## config.mk

```make
export PLATFORM = sky130hd
export DESIGN_NAME = arf_datapath_flat
export DESIGN_NICKNAME = d
export VERILOG_FILES = /design/src/rtl/arf_datapath_if.sv /design/src/rtl/arf_datapath.sv /design/src/flat_wrapper.sv
export SDC_FILE = /design/constraint.sdc
export NUM_CORES = 2
export LEC_CHECK = 0
export ABC_AREA = 1
export ABC_CLOCK_PERIOD_IN_PS = 7700
export CORE_UTILIZATION = 63
export DETAILED_ROUTE_END_ITERATION = 7
export GPL_TIMING_DRIVEN = 0
export PLACE_DENSITY = 0.93
export SLEW_MARGIN = 40
export SYNTH_ARGS = -nofsm -noshare
export SYNTH_HDL_FRONTEND = slang
export SYNTH_SLANG_ARGS = --single-unit
```

## constraint.sdc

```tcl
create_clock -name clk -period 7.7 [get_ports clk]
set_input_delay 0.77 -clock clk [delete_from_list [all_inputs] [get_ports clk]]
set_output_delay 0.77 -clock clk [all_outputs]
set_load 0.01 [all_outputs]
```

## src/rtl/arf_datapath_if.sv

```systemverilog
// rtl/arf_datapath_if.sv - sample/result bundle for the ARF datapath
interface arf_datapath_if;
    logic        in_valid;
    logic [31:0] in_1_0;
    logic [31:0] in_2_0;
    logic [31:0] in_3_0;
    logic [31:0] in_4_0;
    logic [31:0] in_5_0;
    logic [31:0] in_6_0;
    logic [31:0] in_7_0;
    logic [31:0] in_8_0;
    logic [31:0] in_13_1;
    logic [31:0] in_14_1;
    logic        out_valid;
    logic [31:0] out_27;
    logic [31:0] out_28;

    modport master (
        output in_valid, in_1_0, in_2_0, in_3_0, in_4_0, in_5_0, in_6_0,
               in_7_0, in_8_0, in_13_1, in_14_1,
        input  out_valid, out_27, out_28
    );

    modport slave (
        input  in_valid, in_1_0, in_2_0, in_3_0, in_4_0, in_5_0, in_6_0,
               in_7_0, in_8_0, in_13_1, in_14_1,
        output out_valid, out_27, out_28
    );
endinterface

```

## src/rtl/arf_datapath.sv

```systemverilog
// rtl/arf_datapath.sv - six-stage pipelined auto-regressive filter datapath
module arf_datapath #(
    parameter int VARIANCE = 0,
    parameter int TRUNC    = 2
) (
    input  logic          clk,
    input  logic          rst_n,
    arf_datapath_if.slave bus
);

    // Approximate build zeroes the low TRUNC bits of the data operand only.
    localparam logic [31:0] MASK = (VARIANCE != 0) ? ~((32'd1 << TRUNC) - 32'd1) : '1;

    // Index 0 holds C1 / C15; negative coefficients are 32-bit two's complement.
    localparam logic [7:0][31:0] C_IN  = {32'd6, 32'd2, 32'd13, 32'd11,
                                          32'd9, 32'd7, 32'd5,  32'd3};
    localparam logic [7:0][31:0] C_OUT = {32'hFFFF_FFFA, 32'd4, 32'hFFFF_FFFF, 32'd2,
                                          32'hFFFF_FFF9, 32'd5, 32'hFFFF_FFFD, 32'd13};

    function automatic logic [31:0] mul(input logic [31:0] x, input logic [31:0] c);
        return (x & MASK) * c;
    endfunction

    logic [9:0][31:0] x_q;
    logic [5:0]       vld;
    logic [7:0][31:0] s1_m;
    logic [31:0]      s1_f13, s1_f14;
    logic [3:0][31:0] s2_n;
    logic [31:0]      s2_f13, s2_f14;
    logic [31:0]      s3_n13, s3_n14, s3_n10, s3_n12;
    logic [7:0][31:0] s4_m;
    logic [3:0][31:0] s5_n;
    logic [31:0]      out_27_q, out_28_q;
    logic             out_valid_q;

    always_ff @(posedge clk or negedge rst_n) begin
        if (!rst_n) begin
            x_q         <= '0;
            vld         <= '0;
            s1_m        <= '0;
            s1_f13      <= '0;
            s1_f14      <= '0;
            s2_n        <= '0;
            s2_f13      <= '0;
            s2_f14      <= '0;
            s3_n13      <= '0;
            s3_n14      <= '0;
            s3_n10      <= '0;
            s3_n12      <= '0;
            s4_m        <= '0;
            s5_n        <= '0;
            out_27_q    <= '0;
            out_28_q    <= '0;
            out_valid_q <= 1'b0;
        end else begin
            if (bus.in_valid) begin
                x_q <= {bus.in_14_1, bus.in_13_1, bus.in_8_0, bus.in_7_0, bus.in_6_0,
                        bus.in_5_0, bus.in_4_0, bus.in_3_0, bus.in_2_0, bus.in_1_0};
            end
            vld <= {vld[4:0], bus.in_valid};

            for (int k = 0; k < 8; k++) begin
                s1_m[k] <= mul(x_q[k], C_IN[k]);
            end
            s1_f13 <= x_q[8];
            s1_f14 <= x_q[9];

            for (int k = 0; k < 4; k++) begin
                s2_n[k] <= s1_m[2*k] + s1_m[2*k+1];
            end
            s2_f13 <= s1_f13;
            s2_f14 <= s1_f14;

            s3_n13 <= s2_n[0] + s2_f13;
            s3_n14 <= s2_n[2] + s2_f14;
            s3_n10 <= s2_n[1];
            s3_n12 <= s2_n[3];

            s4_m[0] <= mul(s3_n13, C_OUT[0]);
            s4_m[1] <= mul(s3_n13, C_OUT[1]);
            s4_m[2] <= mul(s3_n14, C_OUT[2]);
            s4_m[3] <= mul(s3_n14, C_OUT[3]);
            s4_m[4] <= mul(s3_n10, C_OUT[4]);
            s4_m[5] <= mul(s3_n10, C_OUT[5]);
            s4_m[6] <= mul(s3_n12, C_OUT[6]);
            s4_m[7] <= mul(s3_n12, C_OUT[7]);

            // n23 = m15+m17, n24 = m16+m18, n25 = m19+m21, n26 = m20+m22
            s5_n[0] <= s4_m[0] + s4_m[2];
            s5_n[1] <= s4_m[1] + s4_m[3];
            s5_n[2] <= s4_m[4] + s4_m[6];
            s5_n[3] <= s4_m[5] + s4_m[7];

            // Output data holds its last valid result across bubbles.
            if (vld[5]) begin
                out_27_q <= s5_n[0] + s5_n[2];
                out_28_q <= s5_n[1] + s5_n[3];
            end
            out_valid_q <= vld[5];
        end
    end

    assign bus.out_27    = out_27_q;
    assign bus.out_28    = out_28_q;
    assign bus.out_valid = out_valid_q;

endmodule

```

## src/flat_wrapper.sv

```systemverilog
// flat-port wrapper written by rule: the top's interface ports become plain ports
module arf_datapath_flat 
#(
    parameter int VARIANCE = 0,
    parameter int TRUNC    = 2
)
  (clk, rst_n, bus_in_valid, bus_in_1_0, bus_in_2_0, bus_in_3_0, bus_in_4_0, bus_in_5_0, bus_in_6_0, bus_in_7_0, bus_in_8_0, bus_in_13_1, bus_in_14_1, bus_out_valid, bus_out_27, bus_out_28);
  arf_datapath_if bus_i ();
  input  logic clk;
  input  logic rst_n;
  input wire logic [$bits(bus_i.in_valid)-1:0] bus_in_valid;
  input wire logic [$bits(bus_i.in_1_0)-1:0] bus_in_1_0;
  input wire logic [$bits(bus_i.in_2_0)-1:0] bus_in_2_0;
  input wire logic [$bits(bus_i.in_3_0)-1:0] bus_in_3_0;
  input wire logic [$bits(bus_i.in_4_0)-1:0] bus_in_4_0;
  input wire logic [$bits(bus_i.in_5_0)-1:0] bus_in_5_0;
  input wire logic [$bits(bus_i.in_6_0)-1:0] bus_in_6_0;
  input wire logic [$bits(bus_i.in_7_0)-1:0] bus_in_7_0;
  input wire logic [$bits(bus_i.in_8_0)-1:0] bus_in_8_0;
  input wire logic [$bits(bus_i.in_13_1)-1:0] bus_in_13_1;
  input wire logic [$bits(bus_i.in_14_1)-1:0] bus_in_14_1;
  output wire logic [$bits(bus_i.out_valid)-1:0] bus_out_valid;
  output wire logic [$bits(bus_i.out_27)-1:0] bus_out_27;
  output wire logic [$bits(bus_i.out_28)-1:0] bus_out_28;
  assign bus_i.in_valid = bus_in_valid;
  assign bus_i.in_1_0 = bus_in_1_0;
  assign bus_i.in_2_0 = bus_in_2_0;
  assign bus_i.in_3_0 = bus_in_3_0;
  assign bus_i.in_4_0 = bus_in_4_0;
  assign bus_i.in_5_0 = bus_in_5_0;
  assign bus_i.in_6_0 = bus_in_6_0;
  assign bus_i.in_7_0 = bus_in_7_0;
  assign bus_i.in_8_0 = bus_in_8_0;
  assign bus_i.in_13_1 = bus_in_13_1;
  assign bus_i.in_14_1 = bus_in_14_1;
  assign bus_out_valid = bus_i.out_valid;
  assign bus_out_27 = bus_i.out_27;
  assign bus_out_28 = bus_i.out_28;
  arf_datapath #(.VARIANCE(VARIANCE), .TRUNC(TRUNC)) u_core (.clk(clk), .rst_n(rst_n), .bus(bus_i));
endmodule
```

==> run metrics <==
status finished, final reports clean; register bit total from synthesis 1,385; Clk Latency, worst-skew pair 0.83 ns; Final ANT Viol Nets 0; Final Max Slew Viols 0; top achievable clock speed 0.1374 GHz; TNS Setup 0 ns; WP data required ~8.4 ns; Buffers on Ports around 380; Top cell by count, worst path fa_1; Die X 388.7 um; Syn Nets about 12,000; Global Route met3 Usage between 6 and 7%; Fill cells ~11,000; Mapped Area between 0.09 and 0.1 sq mm; number of synthesized flops with an enable pin 0; Async SR Flop Fraction 100.0%; Remaining Overflow, GRT 0; Final #Nets 12,820; Critical Path, Cell by Cell inv_1, fa_1, fa_1, inv_1, fa_1, fa_1, inv_1, fa_1, fa_1, fa_1, inv_1, fa_1, ha_1, inv_1, nor3_1, nand2_1, or2_2, nand3_1, inv_1, nand2_1, nand2_1; Synth warnings 0; Slowest cell on crit path dfrtp_1; clock slew at reported path FFs roughly 0.06 ns; CTS H-tree depth 4; Area Overhead vs Synth 12.60%; root buf cell clkbuf_16; Max Cap Viol 0; WL/cell roughly 22 um; core area about 0.15 sq mm; vias in the first global route about 80,000; Worst Path Buf+Inv 6; Setup crit end kind register; Synth area leaders dfrtp_1, ha_1, fa_1; Setup Skew between 0.05 and 0.06 ns; largest net degree at the start of global routing roughly 130; clock sink count between 1,000 and 1,500; largest area contributor in the netlist dfrtp_1; residual DRC count 0; fin crit share about 94%; crit path max fanout 7; iteration-0 DRC count of the detailed router roughly 6,700; TritonCTS clock tree yes; Post-synth top cells nand2_1, inv_1, dfrtp_1; CP max stage delay 0.87 ns; number of CTS-inserted buffers around 150; layout cell share with drive strength beyond 1 approximately 5.4%; actual slew at the worst max-slew pin a little under 0.9 ns; top-count cell post-synth nand2_1; GR Util met2 63.12%; Via Count 77,720; # rows around 140; Slew HR about two fifths; initial antenna violation count 32; area share of the largest cell type after synthesis 36.80%; synth unique cells 52; Die ar. between 0.15 and 0.2 sq mm; first-pass GRT wire length roughly 450,000 um; Total GRT Usage between 30 and 40%; RePlAce Congestion approximately 1; Initial Utilization a little under two thirds; post-route minimum period a little over 7 ns; Tightest Hold Check Type register to register; most used routing layer met2; CP arrival 7.96 ns; met1 usage 49.31%; # Post-CTS Setup Buffers 0; Max Root-Sink Buffers 3; R2R Setup Slk 0.42 ns; Syn Inst Count roughly 11,000; crit start category register; drt total wl between 200,000 and 300,000 um; ys flop type dfrtp_1; drt first pass iters 6; RSZ-0062 raised after global routing false; Mean Syn Cell Area 8.961 sq um; Crit Path Class register to register; Final Hold Fails 0; Crit path max-delay family adder cells; DR vias/cell between 5 and 6; endpoints failing setup 0; sequential share of the synthesized area 36.80%; Ports between 300 and 400; final hold slack roughly 0.32 ns; DP HPWL 236,200 um; chip height just under 400 um
## final timing paths
kind,startpoint,endpoint,cells past startpoint
setup / recovery,u_core.s3_n12[4]$_DFF_PN0_,u_core.s4_m[255]$_DFF_PN0_,21
hold / removal,u_core.s2_n[124]$_DFF_PN0_,u_core.s3_n12[28]$_DFF_PN0_,0
setup reg to reg,u_core.s3_n12[4]$_DFF_PN0_,u_core.s4_m[255]$_DFF_PN0_,21
hold reg to reg,u_core.s2_n[124]$_DFF_PN0_,u_core.s3_n12[28]$_DFF_PN0_,0
max in group asynchronous,rst_n,u_core.x_q[181]$_DFFE_PN0P_,6
min in group asynchronous,rst_n,u_core.s5_n[62]$_DFF_PN0_,2
## state kept, by name, summed over array words and instances, names as in the netlist
name and flops:
u_core.x_q 316, u_core.s1_m 252, u_core.s4_m 242, u_core.s2_n 126, u_core.s5_n 124, u_core.bus.out_27 32
u_core.bus.out_28 32, u_core.s1_f13 32, u_core.s1_f14 32, u_core.s2_f13 32, u_core.s2_f14 32, u_core.s3_n10 32
u_core.s3_n13 32, u_core.s3_n14 32, u_core.s3_n12 30, u_core.vld 6, u_core.bus.out_valid 1
## per-stage QoR
stage	std cells	worst slack (ns)	cell area [sq um]	utilization, %
2_1_floorplan	10510	1.679	94190	-
6_report	13130	0.4244	106100	71.65
4_1_cts	13100	0.5068	106000	71.60
5_1_grt	13120	0.2653	106000	71.63
3_5_place_dp	12840	0.5448	100800	68.10
3_3_place_gp	12820	-51.63	100400	67.86
## routing by layer
layer | up-vias | part of all wire (%)
met5 | - | 0.034
met4 | 14 | 6.1
met3 | 770 | 7.0
met2 | 3346 | 47
met1 | 37640 | 40
li1 | 35940 | -
## cell families (layout without fill, tap and decap cells)
logic type / after synthesis / in the layout / synth area share (%)
mux: 258 / 258 / 3.085
xor+xnor: 645 / 645 / 5.998
other cells: 0 / 26 / 0
flops: 1385 / 1385 / 36.80
fa+ha+maj: 1442 / 1442 / 21.95
buf+inv: 1578 / 2241 / 6.317
simple gates: 3410 / 3410 / 15.15
compound gates: 1793 / 1793 / 10.71
## placed cells by master, fill, tap and decap left out, types with 21 or more instances in the layout
master	instances
dfrtp_1	1384
ha_1	1091
clkdlybuf4s50_1	382
o211ai_1	32
o21bai_1	92
clkbuf_8	26
or2_2	21
xor2_1	453
buf_2	21
nand3b_1	30
o21ai_0	529
clkbuf_1	43
nor2_1	773
a31oi_1	79
a21o_1	94
nand3_1	425
diode_2	26
a21oi_1	801
fa_1	351
clkbuf_16	147
mux2_2	258
nor3_1	117
clkinv_2	24
nand2_1	1826
nand4_1	164
inv_1	1522
o21a_1	39
a21boi_0	49
xnor2_1	191
## final cells by class
cell class / instances / area, sq um / share of cell area (%)
diodes: 26 / 65.06 / 0.06135
plain buffers: 56 / 247.7 / 0.2336
well taps: 1930 / 2415 / 2.277
flip-flops and latches: 1385 / 34660 / 32.68
multi-input cells: 7548 / 53600 / 50.53
clock inverters: 73 / 1057 / 0.9969
clock buffers: 194 / 4115 / 3.880
repair buffers: 396 / 4192 / 3.952
inverters: 1522 / 5713 / 5.387
## what timing repair did
item / in CTS / in global routing
endpoints found under the hold margin: 93 / 0
resized for setup: 0 / 0
hold buffers: 1 / 0
## worst reg2reg max path, delay by kind of cell (launching register included)
kind	cells	cell delay [ns]
adders and majority gates	9	4.58
DFF	1	0.87
and+or+nand+nor	6	1.17
buffers and inverters	6	0.56
Power is left out: the tool's default activity adds up to more than one toggle a clock period on the data nets, which glitch-free logic cannot reach.
